$ cat config.mk
export PLATFORM = sky130hd
export DESIGN_NAME = timer_arbiter
export DESIGN_NICKNAME = d
export VERILOG_FILES = /design/src/rtl/timer_arbiter.sv
export SDC_FILE = /design/constraint.sdc
export NUM_CORES = 1
export LEC_CHECK = 0
export BUFFER_PORTS_ARGS = -buffer_cell sky130_fd_sc_hd__buf_2
export CORE_UTILIZATION = 41
export DETAILED_ROUTE_END_ITERATION = 8
export PLACE_DENSITY_LB_ADDON = 0.15
export SLEW_MARGIN = 20
export SYNTH_ARGS = -nofsm -noshare
export SYNTH_HDL_FRONTEND = slang
export SYNTH_SLANG_ARGS = --single-unit
$ cat constraint.sdc
create_clock -name clk -period 1.7 [get_ports clk]
set_input_delay 0.085 -clock clk [delete_from_list [all_inputs] [get_ports clk]]
set_output_delay 0.085 -clock clk [all_outputs]
set_load 0.02 [all_outputs]
$ cat src/rtl/timer_arbiter.sv
// timer_arbiter
//
// Shares one external one-shot countdown timer between N_REQ requesters.
// A round-robin arbiter picks a pending requester while the timer is idle,
// captures that requester's duration, pulses tmr_start, follows the timer
// through its tmr_rdy handshake, and pulses done back to the winner.
//
// Every output is decoded from the state register and the captured
// registers only, so no input reaches an output combinationally.

module timer_arbiter #(
    parameter int N_REQ = 4,    // number of requesters, 2..8
    parameter int CW    = 16    // timer count width
) (
    input  logic                clk,
    input  logic                reset,
    input  logic [N_REQ-1:0]    req,
    input  logic [N_REQ*CW-1:0] dur,
    input  logic                tmr_rdy,
    output logic [N_REQ-1:0]    gnt,
    output logic [N_REQ-1:0]    done,
    output logic                tmr_start,
    output logic [CW-1:0]       tmr_count,
    output logic                busy
);

    // Width of a requester index; N_REQ is at least 2, so this is at least 1.
    localparam int IW = $clog2(N_REQ);

    typedef enum logic [2:0] {
        IDLE = 3'd0,    // waiting for a request while the timer is ready
        LOAD = 3'd1,    // grant asserted, timer started if duration non-zero
        ACK  = 3'd2,    // waiting for the timer to acknowledge (tmr_rdy low)
        RUN  = 3'd3,    // timer counting, waiting for tmr_rdy to return high
        DONE = 3'd4     // one-cycle completion pulse to the winner
    } state_t;

    state_t          state;
    state_t          state_nxt;

    logic [IW-1:0]   ptr;        // index with highest priority next time
    logic [IW-1:0]   widx;       // captured winner of the current operation
    logic [IW-1:0]   win;        // combinational round-robin winner
    logic [IW-1:0]   ptr_nxt;    // pointer value after a win
    logic            found;      // some request bit is set
    logic            accept;     // IDLE takes a new request on this edge

    // Round-robin search: first set req bit starting at ptr, wrapping around.
    always_comb begin
        // NOTE: every variable written here gets a value before any branch,
        // otherwise a path that skips the assignment infers a latch.
        found = 1'b0;
        win   = ptr;
        for (int k = 0; k < N_REQ; k++) begin
            int unsigned idx;
            idx = int'(ptr) + k;
            if (idx >= N_REQ) begin
                idx = idx - N_REQ;
            end
            if (!found && req[idx]) begin
                found = 1'b1;
                win   = IW'(idx);
            end
        end
    end

    // Pointer moves one past the winner so that winner drops to lowest priority.
    always_comb begin
        ptr_nxt = '0;
        if (win != IW'(N_REQ - 1)) begin
            ptr_nxt = win + 1'b1;
        end
    end

    assign accept = (state == IDLE) && found && tmr_rdy;

    // State register.
    always_ff @(posedge clk or posedge reset) begin
        // NOTE: sequential state is updated with <= so every register samples
        // the pre-edge value of the others, independent of statement order.
        if (reset) begin
            state <= IDLE;
        end else begin
            state <= state_nxt;
        end
    end

    // Next-state logic for the start/acknowledge/complete handshake.
    always_comb begin
        state_nxt = IDLE;
        case (state)
            IDLE: begin
                state_nxt = accept ? LOAD : IDLE;
            end
            LOAD: begin
                // A zero duration never starts the timer and completes at once.
                state_nxt = (tmr_count != '0) ? ACK : DONE;
            end
            ACK: begin
                state_nxt = tmr_rdy ? ACK : RUN;
            end
            RUN: begin
                state_nxt = tmr_rdy ? DONE : RUN;
            end
            DONE: begin
                state_nxt = IDLE;
            end
            default: begin
                state_nxt = IDLE;
            end
        endcase
    end

    // Capture the winner, its duration and the new pointer on acceptance;
    // later req/dur changes are ignored until the operation finishes.
    always_ff @(posedge clk or posedge reset) begin
        if (reset) begin
            ptr       <= '0;
            widx      <= '0;
            tmr_count <= '0;
        end else if (accept) begin
            ptr       <= ptr_nxt;
            widx      <= win;
            tmr_count <= dur[int'(win)*CW +: CW];
        end
    end

    // Output decode from state and captured winner only.
    always_comb begin
        logic [N_REQ-1:0] onehot;
        onehot    = N_REQ'(1) << widx;
        gnt       = '0;
        done      = '0;
        tmr_start = 1'b0;
        busy      = (state != IDLE);
        case (state)
            LOAD: begin
                gnt       = onehot;
                tmr_start = (tmr_count != '0);
            end
            ACK, RUN: begin
                gnt = onehot;
            end
            DONE: begin
                gnt  = onehot;
                done = onehot;
            end
            default: begin
                gnt = '0;
            end
        endcase
    end

endmodule

* Word-level counts from Yosys, hierarchy flattened *
Cells that the tools add are included.

word-level totals
  flip-flop bits (word level) = 23
  bits of input ports = 71
  output and inout port bits = 26
  word-level logic and storage cells = 68

operators by class
  add/sub/neg operators = 8
  order comparisons = 8
  equality and inequality tests = 5
  shift operators = 2
  mux-type cells = 29
  reduce and logical (&&, ||, !) cells = 12

operators by type and width
  kind                                                                                 count
  32-bit by 3-bit < comparator with 1-bit output, second input constant                4
  32-bit 2-to-1 mux                                                                    4
  64-bit by 7-bit indexed part select with 16-bit output                               1
  16-bit nonzero test                                                                  1
  3-bit one-hot mux with 4 select lines                                                1
  3-bit by 3-bit subtractor with 4-bit output, second input constant                   3
  1-bit 2-to-1 mux                                                                     11
  2-bit 2-to-1 mux                                                                     5
  3-bit greater-or-equal comparator, second input constant                             3
  1-bit binary-select mux with 2-bit select                                            4
  4-bit 2-to-1 mux                                                                     2
  2-bit by 2-bit adder with 3-bit output, second input constant                        2
  3-bit by 2-bit == test with 1-bit output, second input constant                      2
  3-bit 2-to-1 mux                                                                     2
  1-bit logical AND                                                                    5
  4-bit OR reduction                                                                   1
  1-bit by 2-bit left shift with 4-bit output, first input constant                    1
  2-bit by 3-bit subtractor with 4-bit output, second input constant                   1
  2-bit by 1-bit adder with 3-bit output, second input constant                        1
  3-bit by 1-bit == test with 1-bit output, second input constant                      1
  3-bit == test, second input constant                                                 1
  2-bit by 3-bit greater-or-equal comparator with 1-bit output, second input constant  1
  1-bit zero test                                                                      3
  3-bit zero test                                                                      1
  3 further kinds                                                                      3

* Logic depth before layout (Yosys ltp) *
Gate-level depths: netlist of the first run.

  depth after elaboration = 18
  depth in mapped cells = 8

* Worst setup path before layout of the first run *
No wires, ideal clock.

  kind = register to register
  start = reg state[1]
  end = reg tmr_count[2]
  setup time = 0.130 ns
  data arrival time = 1.864 ns
  data required time = 1.570 ns
  setup slack = -0.294 ns
  stages on the path, launching flop included = 8
  cells stage by stage = dfrtp_1 -> buf_6 -> or3_4 -> or3b_1 -> buf_2 -> buf_6 -> o41ai_2 -> a21oi_1

on the way
  longest elaborated chain between the ends = 3

ends and longest elaborated chain
  what                            RTL line  RTL
  start: declaration              38        state_t state;
  start signal: assignment        84        state <= state_nxt;
  3-bit zero test                 75        assign accept = (state == IDLE) && found && tmr_rdy;
  1-bit logical AND (2 in a row)  75
  end signal: assignment          124       tmr_count <= dur[int'(win)*CW +: CW];
  end: declaration                23        output logic [CW-1:0] tmr_count,

Every way passes these cells.
A chain may end at the register's enable or synchronous reset.

* Worst setup path in the final report of the first run *
  start = reg ptr[1]
  end = reg tmr_count[5]

on the way
  longest elaborated chain between the ends = 16
  elaborated cells between the ends (all ways) = 40
  those cells by class = add/sub (7); order compare (4); shift (1); mux (20); reduce/logical (8)

ends and longest elaborated chain
  what                                                                                  RTL line  RTL
  start: declaration                                                                    41        logic [IW-1:0] ptr;
  start signal: assignment                                                              122       ptr <= ptr_nxt;
  branches (longest 16 deep; another with 3-bit by 3-bit subtractor with 4-bit output)  -

Parallel ways; which one is timed is not known. The select of a mux whose other input is x is not followed.

==> results of run 1 <==
final cells by class:
type	instances	share of cell area
timing repair buffer	129	0.284
tap	50	0.0230
inverter	32	0.0442
sequential	23	0.212
multi-input combinational	154	0.420
clock buffer	4	0.0166
logic make-up (layout without fill, tap and decap cells):
group	Yosys count	in the layout	share of synthesized area
and+or+nand+nor	60	60	0.166
buffers and inverters	55	165	0.132
muxes	1	1	0.00617
AOI/OAI and AO/OA	92	92	0.376
xor gates and xnor gates	1	1	0.00480
DFF	23	23	0.315
critical path, stage by stage (launching register included):
cell and delay [ns]:
dfrtp_1 0.38, and3b_1 0.18, or4_4 0.50, and2_4 0.18, buf_6 0.14, a211oi_2 0.19
o31ai_1 0.09
what timing repair did:
action / CTS / global route
setup buffers: 1 / 4
pin swaps: 3 / 12
setup endpoints to repair: 21 / 21
hold buffers: 1 / 0
resized for setup: 21 / 16
endpoints found under the hold margin: 23 / 0
worst paths after layout:
check | end | cells after the start
min in group asynchronous | tmr_count[5] | 4
min | state[1] | 2
max | tmr_count[5] | 6
max in group asynchronous | tmr_count[0] | 4
max reg2reg | tmr_count[5] | 6
min reg2reg | tmr_count[3] | 2
flip-flops by register name, indices dropped and copies added, names as in the netlist:
signal / flops
ptr: 2
widx: 2
tmr_count: 16
state: 3
routing by layer:
metal / share of wire / routed length (µm) / track usage
met5: 0 / 0 / 0
met4: 0.015 / 84 / 0.0867
met2: 0.47 / 2620 / 0.404
met3: 0.064 / 360 / 0.0510
met1: 0.45 / 2520 / 0.323
power by group through the flow:
stage	logic [mW]	clock network, mW	registers (mW)
after floorplan	1.45	0	1.21
after global placement	2.50	0	1.02
after detailed placement	2.52	0	1.02
after CTS	2.69	0.349	1.03
after global routing	3.10	0.381	1.10
final	2.82	0.342	1.07
through the flow:
stage                     total power [mW]   util  cell area, µm²
after detailed placement              3.55  0.598            2480
after global placement                3.51  0.598            2480
final                                 4.23  0.656            2720
after global routing                  4.58  0.656            2720
after CTS                             4.07  0.637            2640
after floorplan                       2.66      -            1830
cell usage in the layout (no fill, tap or decap), types with 2 or more instances in the layout:
master    instances
buf_4            27
nor2b_2           2
o31ai_1          14
nor2_1           10
a211oi_1         13
nand2b_1          3
inv_1            32
nand2_1          22
clkbuf_8          3
nor4_2            3
nand3_1           2
buf_8             2
o21ai_2           2
dfrtp_1          22
buf_6             3
a31oi_1          31
a21oi_1           2
o21ai_1           4
nor3_1            2
buf_2            95
a211oi_2         17
nor2b_1           2
==> results.py, run 1 <==
metrics = {
    "yosys": {
        "ys_top_cells_by_area": "dfrtp_1 (32%), a31oi_1 (11%), a211oi_1 (8.6%)",
        "netlist_area_mm2": 0.00182,
        "postSynthAreaPerCell_um2": 7.86,
        "synth_cell_types": 38,
        "netlist_top_cells_count": "a31oi_1 (32), inv_1 (32), dfrtp_1 (23), nand2_1 (23), a211oi_1 (21)",
        "syn_nets": 303,
        "yosys.area.top_type": "dfrtp_1",
        "ys_seq_area_frac": 0.316,
        "async_flop_share": 1.00,
        "syn_inst": 232,
        "synth_seq_cells": 23,
        "synth-main-ff-cell": "dfrtp_1",
        "yosysTopAreaCellShare": 0.316,
        "yosysWarnings": 0,
        "synth_edf_count": 0,
    },
    "worst_setup_path": {
        "r2r_slack_ns": -0.08,
        "critPathKind": "reg -> reg",
        "crit_fanout": 8,
        "startpoint": "ptr[1]",
        "cp.required_ns": 1.84,
        "cp-end-kind": "flop",
        "worstSetupStartpointType": "flop",
        "cp.arrival_ns": 1.92,
        "reg2reg_from": "ptr[1]",
    },
    "floorplan": {
        "die_area_mm2": 0.00472,
        "core_mm2": 0.00414,
        "die_height_um": 68.7,
        "initial_core_util": 0.440,
        "rows": 23,
        "die_w_um": 68.7,
        "num_io_pins": 97,
    },
    "power": {
        "p_per_area_mw_per_mm2": 1560,
        "clock_power_share": 0.081,
        "p_leak_nw": 1.36,
        "internal-power_mw": 2.22,
        "irDropWorstVdd_uv": 826,
        "combinationalPowerShare": 0.667,
        "seqPwrFrac": 0.253,
        "p_sw_frac": 0.475,
        "p_sw_mw": 2.01,
    },
    "grt": {
        "grt-ovfl-total": 0,
        "grt_pass1_wl_um": 8570,
        "grtUsageTotal": 0.248,
        "antenna_found_initial": 0,
        "grt_pass1_vias": 1826,
        "grt_max_degree": 35,
    },
    "placed_design": {
        "dp_hpwl_um": 4050,
        "dp_slack_ns": -0.134,
        "post-place-cells": 383,
        "place_congestion": 0.782,
        "port_buffers": 96,
    },
    "finish": {
        "nFillCells": 376,
        "regArea_um2": 577,
        "insertedDiodeCount": 0,
        "drive_gt1_frac": 0.497,
        "area_growth_syn_to_layout_pct": 49.0,
        "stdcell_count": 392,
        "nNetsFinal": 414,
        "multi_input_area_mm2": 0.00114,
    },
    "clocking": {
        "cts_buffer_depth": 2,
        "tritoncts": "built",
        "clk_pin_slew_ns": 0.08,
        "root_buffer": "clkbuf_8",
        "htreeDepth": 1,
        "clock_latency_ns": 0.26,
        "numCtsBuffers": 3,
        "cts_sinks": 23,
    },
    "timing": {
        "hold_viol": 0,
        "slew_headroom": 0.755,
        "rsz0062_at_grt": "yes",
        "final-setup-viol-count": 16,
        "fmax_mhz": 562,
        "setup_ws_ns": -0.0796,
        "fin_crit_ns": 1.78,
        "worstMarginPinSlew_ns": 0.365,
        "slew_viol_final": 0,
        "fin_skew_ns": 0.00130,
        "hold_slack_ns": 0.0636,
        "setup_tns_ns": -0.883,
        "fin_crit_sh": 1.05,
    },
    "min_path": {
        "hold_start": "tmr_rdy",
        "hold_class": "in -> reg",
    },
    "routing": {
        "drc": 0,
        "dr_total_vias": 2131,
        "avgRoutedWirePerCell_um": 14.3,
        "first_iter_violations": 96,
        "vias_per_cell": 5.44,
        "wl_um": 5590,
        "ant_nets": 0,
        "first_pass_iters": 4,
    },
    "flow_run": {
        "drv_cap": 0,
    },
    "run_status": {
        "status": "finished with violations",
        "violations": "negative setup slack",
    },
}
Power figures use the tool's default switching activity.
==> inputs of run 2 (changes only) <==
--- a/config.mk
+++ b/config.mk
@@ -9,6 +9,7 @@
 export CORE_UTILIZATION = 41
 export DETAILED_ROUTE_END_ITERATION = 8
 export PLACE_DENSITY_LB_ADDON = 0.15
+export SETUP_SLACK_MARGIN = 0.05
 export SLEW_MARGIN = 20
 export SYNTH_ARGS = -nofsm -noshare
 export SYNTH_HDL_FRONTEND = slang
==> results.py, run 2 (synthesis gave the netlist of run 1 again) <==
metrics = {
    "finish": {
        "drive_gt1_frac": 0.545,
        "top_register": "tmr_count",
        "stdcell_count": 393,
        "nFillCells": 349,
        "fin_area_mm2": 0.00286,
        "reg_top3": "tmr_count: 16 flops, state: 3 flops",
        "largest_reg_flops": 16,
        "mostFrequentLayoutCells": "buf_2 (88), inv_1 (32), buf_4 (32)",
        "regArea_um2": 577,
        "mostFrequentLayoutCell": "buf_2",
        "insertedDiodeCount": 0,
        "area_growth_syn_to_layout_pct": 57.0,
        "nNetsFinal": 415,
        "multi_input_area_mm2": 0.00125,
    },
    "grt": {
        "grt-ovfl-total": 0,
        "grt_max_degree": 35,
        "antenna_found_initial": 0,
        "grt_pass1_wl_um": 8630,
        "grt_pass1_vias": 1846,
        "grtUsageTotal": 0.250,
    },
    "flow_run": {
        "drv_cap": 0,
    },
    "power": {
        "p_per_area_mw_per_mm2": 1580,
        "irDropWorstVdd_uv": 816,
        "total_power_mw": 4.52,
        "p_leak_nw": 1.40,
    },
    "timing": {
        "fin_skew_ns": 0.00141,
        "setup_tns_ns": -1.04,
        "final-setup-viol-count": 17,
        "hold_viol": 0,
        "slew_headroom": 0.729,
        "fin_crit_sh": 1.04,
        "slew_viol_final": 0,
        "rsz0062_at_grt": "yes",
        "worstMarginPinSlew_ns": 0.405,
        "fmax_mhz": 563,
        "setup_ws_ns": -0.0748,
        "fin_crit_ns": 1.77,
    },
    "placed_design": {
        "place_congestion": 0.782,
        "place_area_mm2": 0.00248,
        "dp_hpwl_um": 4050,
        "port_buffers": 96,
        "post-place-cells": 383,
        "dp_slack_ns": -0.134,
    },
    "routing": {
        "wl_um": 5850,
        "dr_total_vias": 2203,
        "avgRoutedWirePerCell_um": 14.9,
        "vias_per_cell": 5.61,
        "ant_nets": 0,
        "first_iter_violations": 110,
        "first_pass_iters": 4,
        "drc": 0,
    },
    "worst_setup_path": {
        "slowest_stage": "or3b_4",
        "critPathKind": "reg -> reg",
        "cp-end-kind": "flop",
        "crit_fanout": 7,
        "cp.arrival_ns": 1.93,
        "worstSetupStartpointType": "flop",
        "cp.required_ns": 1.85,
        "crit_family": "simple AND/OR/NAND/NOR gates",
        "crit_buf_inv": 1,
        "path_cells": "or3_4, or3b_4, buf_6, mux2_4",
        "critPathMaxStageDelay_ns": 0.47,
    },
    "clocking": {
        "clk_pin_slew_ns": 0.08,
        "cts_sinks": 23,
        "htreeDepth": 1,
        "clock_latency_ns": 0.26,
        "cts_buffer_depth": 2,
        "numCtsBuffers": 3,
        "root_buffer": "clkbuf_8",
        "tritoncts": "built",
    },
    "floorplan": {
        "die_height_um": 68.7,
        "die_area_mm2": 0.00472,
        "num_io_pins": 97,
        "core_mm2": 0.00414,
        "initial_core_util": 0.440,
        "rows": 23,
        "die_w_um": 68.7,
    },
    "run_status": {
        "violations": "negative setup slack",
        "status": "finished with violations",
    },
    "min_path": {
        "hold_class": "in -> reg",
    },
}
run 2: final timing paths:
kind | to | cells after the start | slack (ns) | startpoint
setup / recovery | ptr[0] | 4 | -0.07 | state[0]
hold / removal | state[1] | 2 | 0.07 | tmr_rdy
setup reg to reg | ptr[0] | 4 | -0.07 | state[0]
hold reg to reg | tmr_count[3] | 2 | 0.53 | tmr_count[3]
max in group asynchronous | tmr_count[0] | 4 | 1.05 | reset
min in group asynchronous | tmr_count[5] | 4 | 0.40 | reset
run 2: area by class of cell:
| cell class | count | share of cell area |
|---|---|---|
| clock buffer | 4 | 0.0157 |
| inverter | 32 | 0.0419 |
| multi-input combinational | 154 | 0.438 |
| sequential | 23 | 0.201 |
| tap | 50 | 0.0218 |
| timing repair buffer | 130 | 0.281 |
run 2: stage by stage:
stage,util,hold WS [ns]
final,0.691,0.0737
after global routing,0.691,0.0734
after CTS,0.639,0.0594
after detailed placement,0.598,0.147
after global placement,0.598,0.139
after floorplan,-,0.0869
run 2: power breakdown:
group	switching (mW)	total [mW]	internal [mW]	leakage (nW)
Combinational	1.73	3.11	1.38	1.09
Sequential	0.263	1.07	0.803	0.284
Clock	0.175	0.342	0.167	0.0228
Total	2.17	4.52	2.35	1.40
run 2: repair_timing:
action                     CTS  global route
setup endpoints to repair   21            25
gates cloned                 0             0
hold endpoints to repair    23             0
buffers inserted             2             4
resized for setup           21            47
hold buffers                 1             0
pin swaps                    4            21
run 2: layer usage:
layer / global-route usage / wire length (µm) / up-vias / share of wire
met5: 0 / 0 / - / 0
met4: 0.0867 / 90 / 0 / 0.015
met3: 0.0493 / 376 / 9 / 0.064
met2: 0.413 / 2910 / 82 / 0.50
met1: 0.323 / 2480 / 1038 / 0.42
li1: - / - / 1074 / -
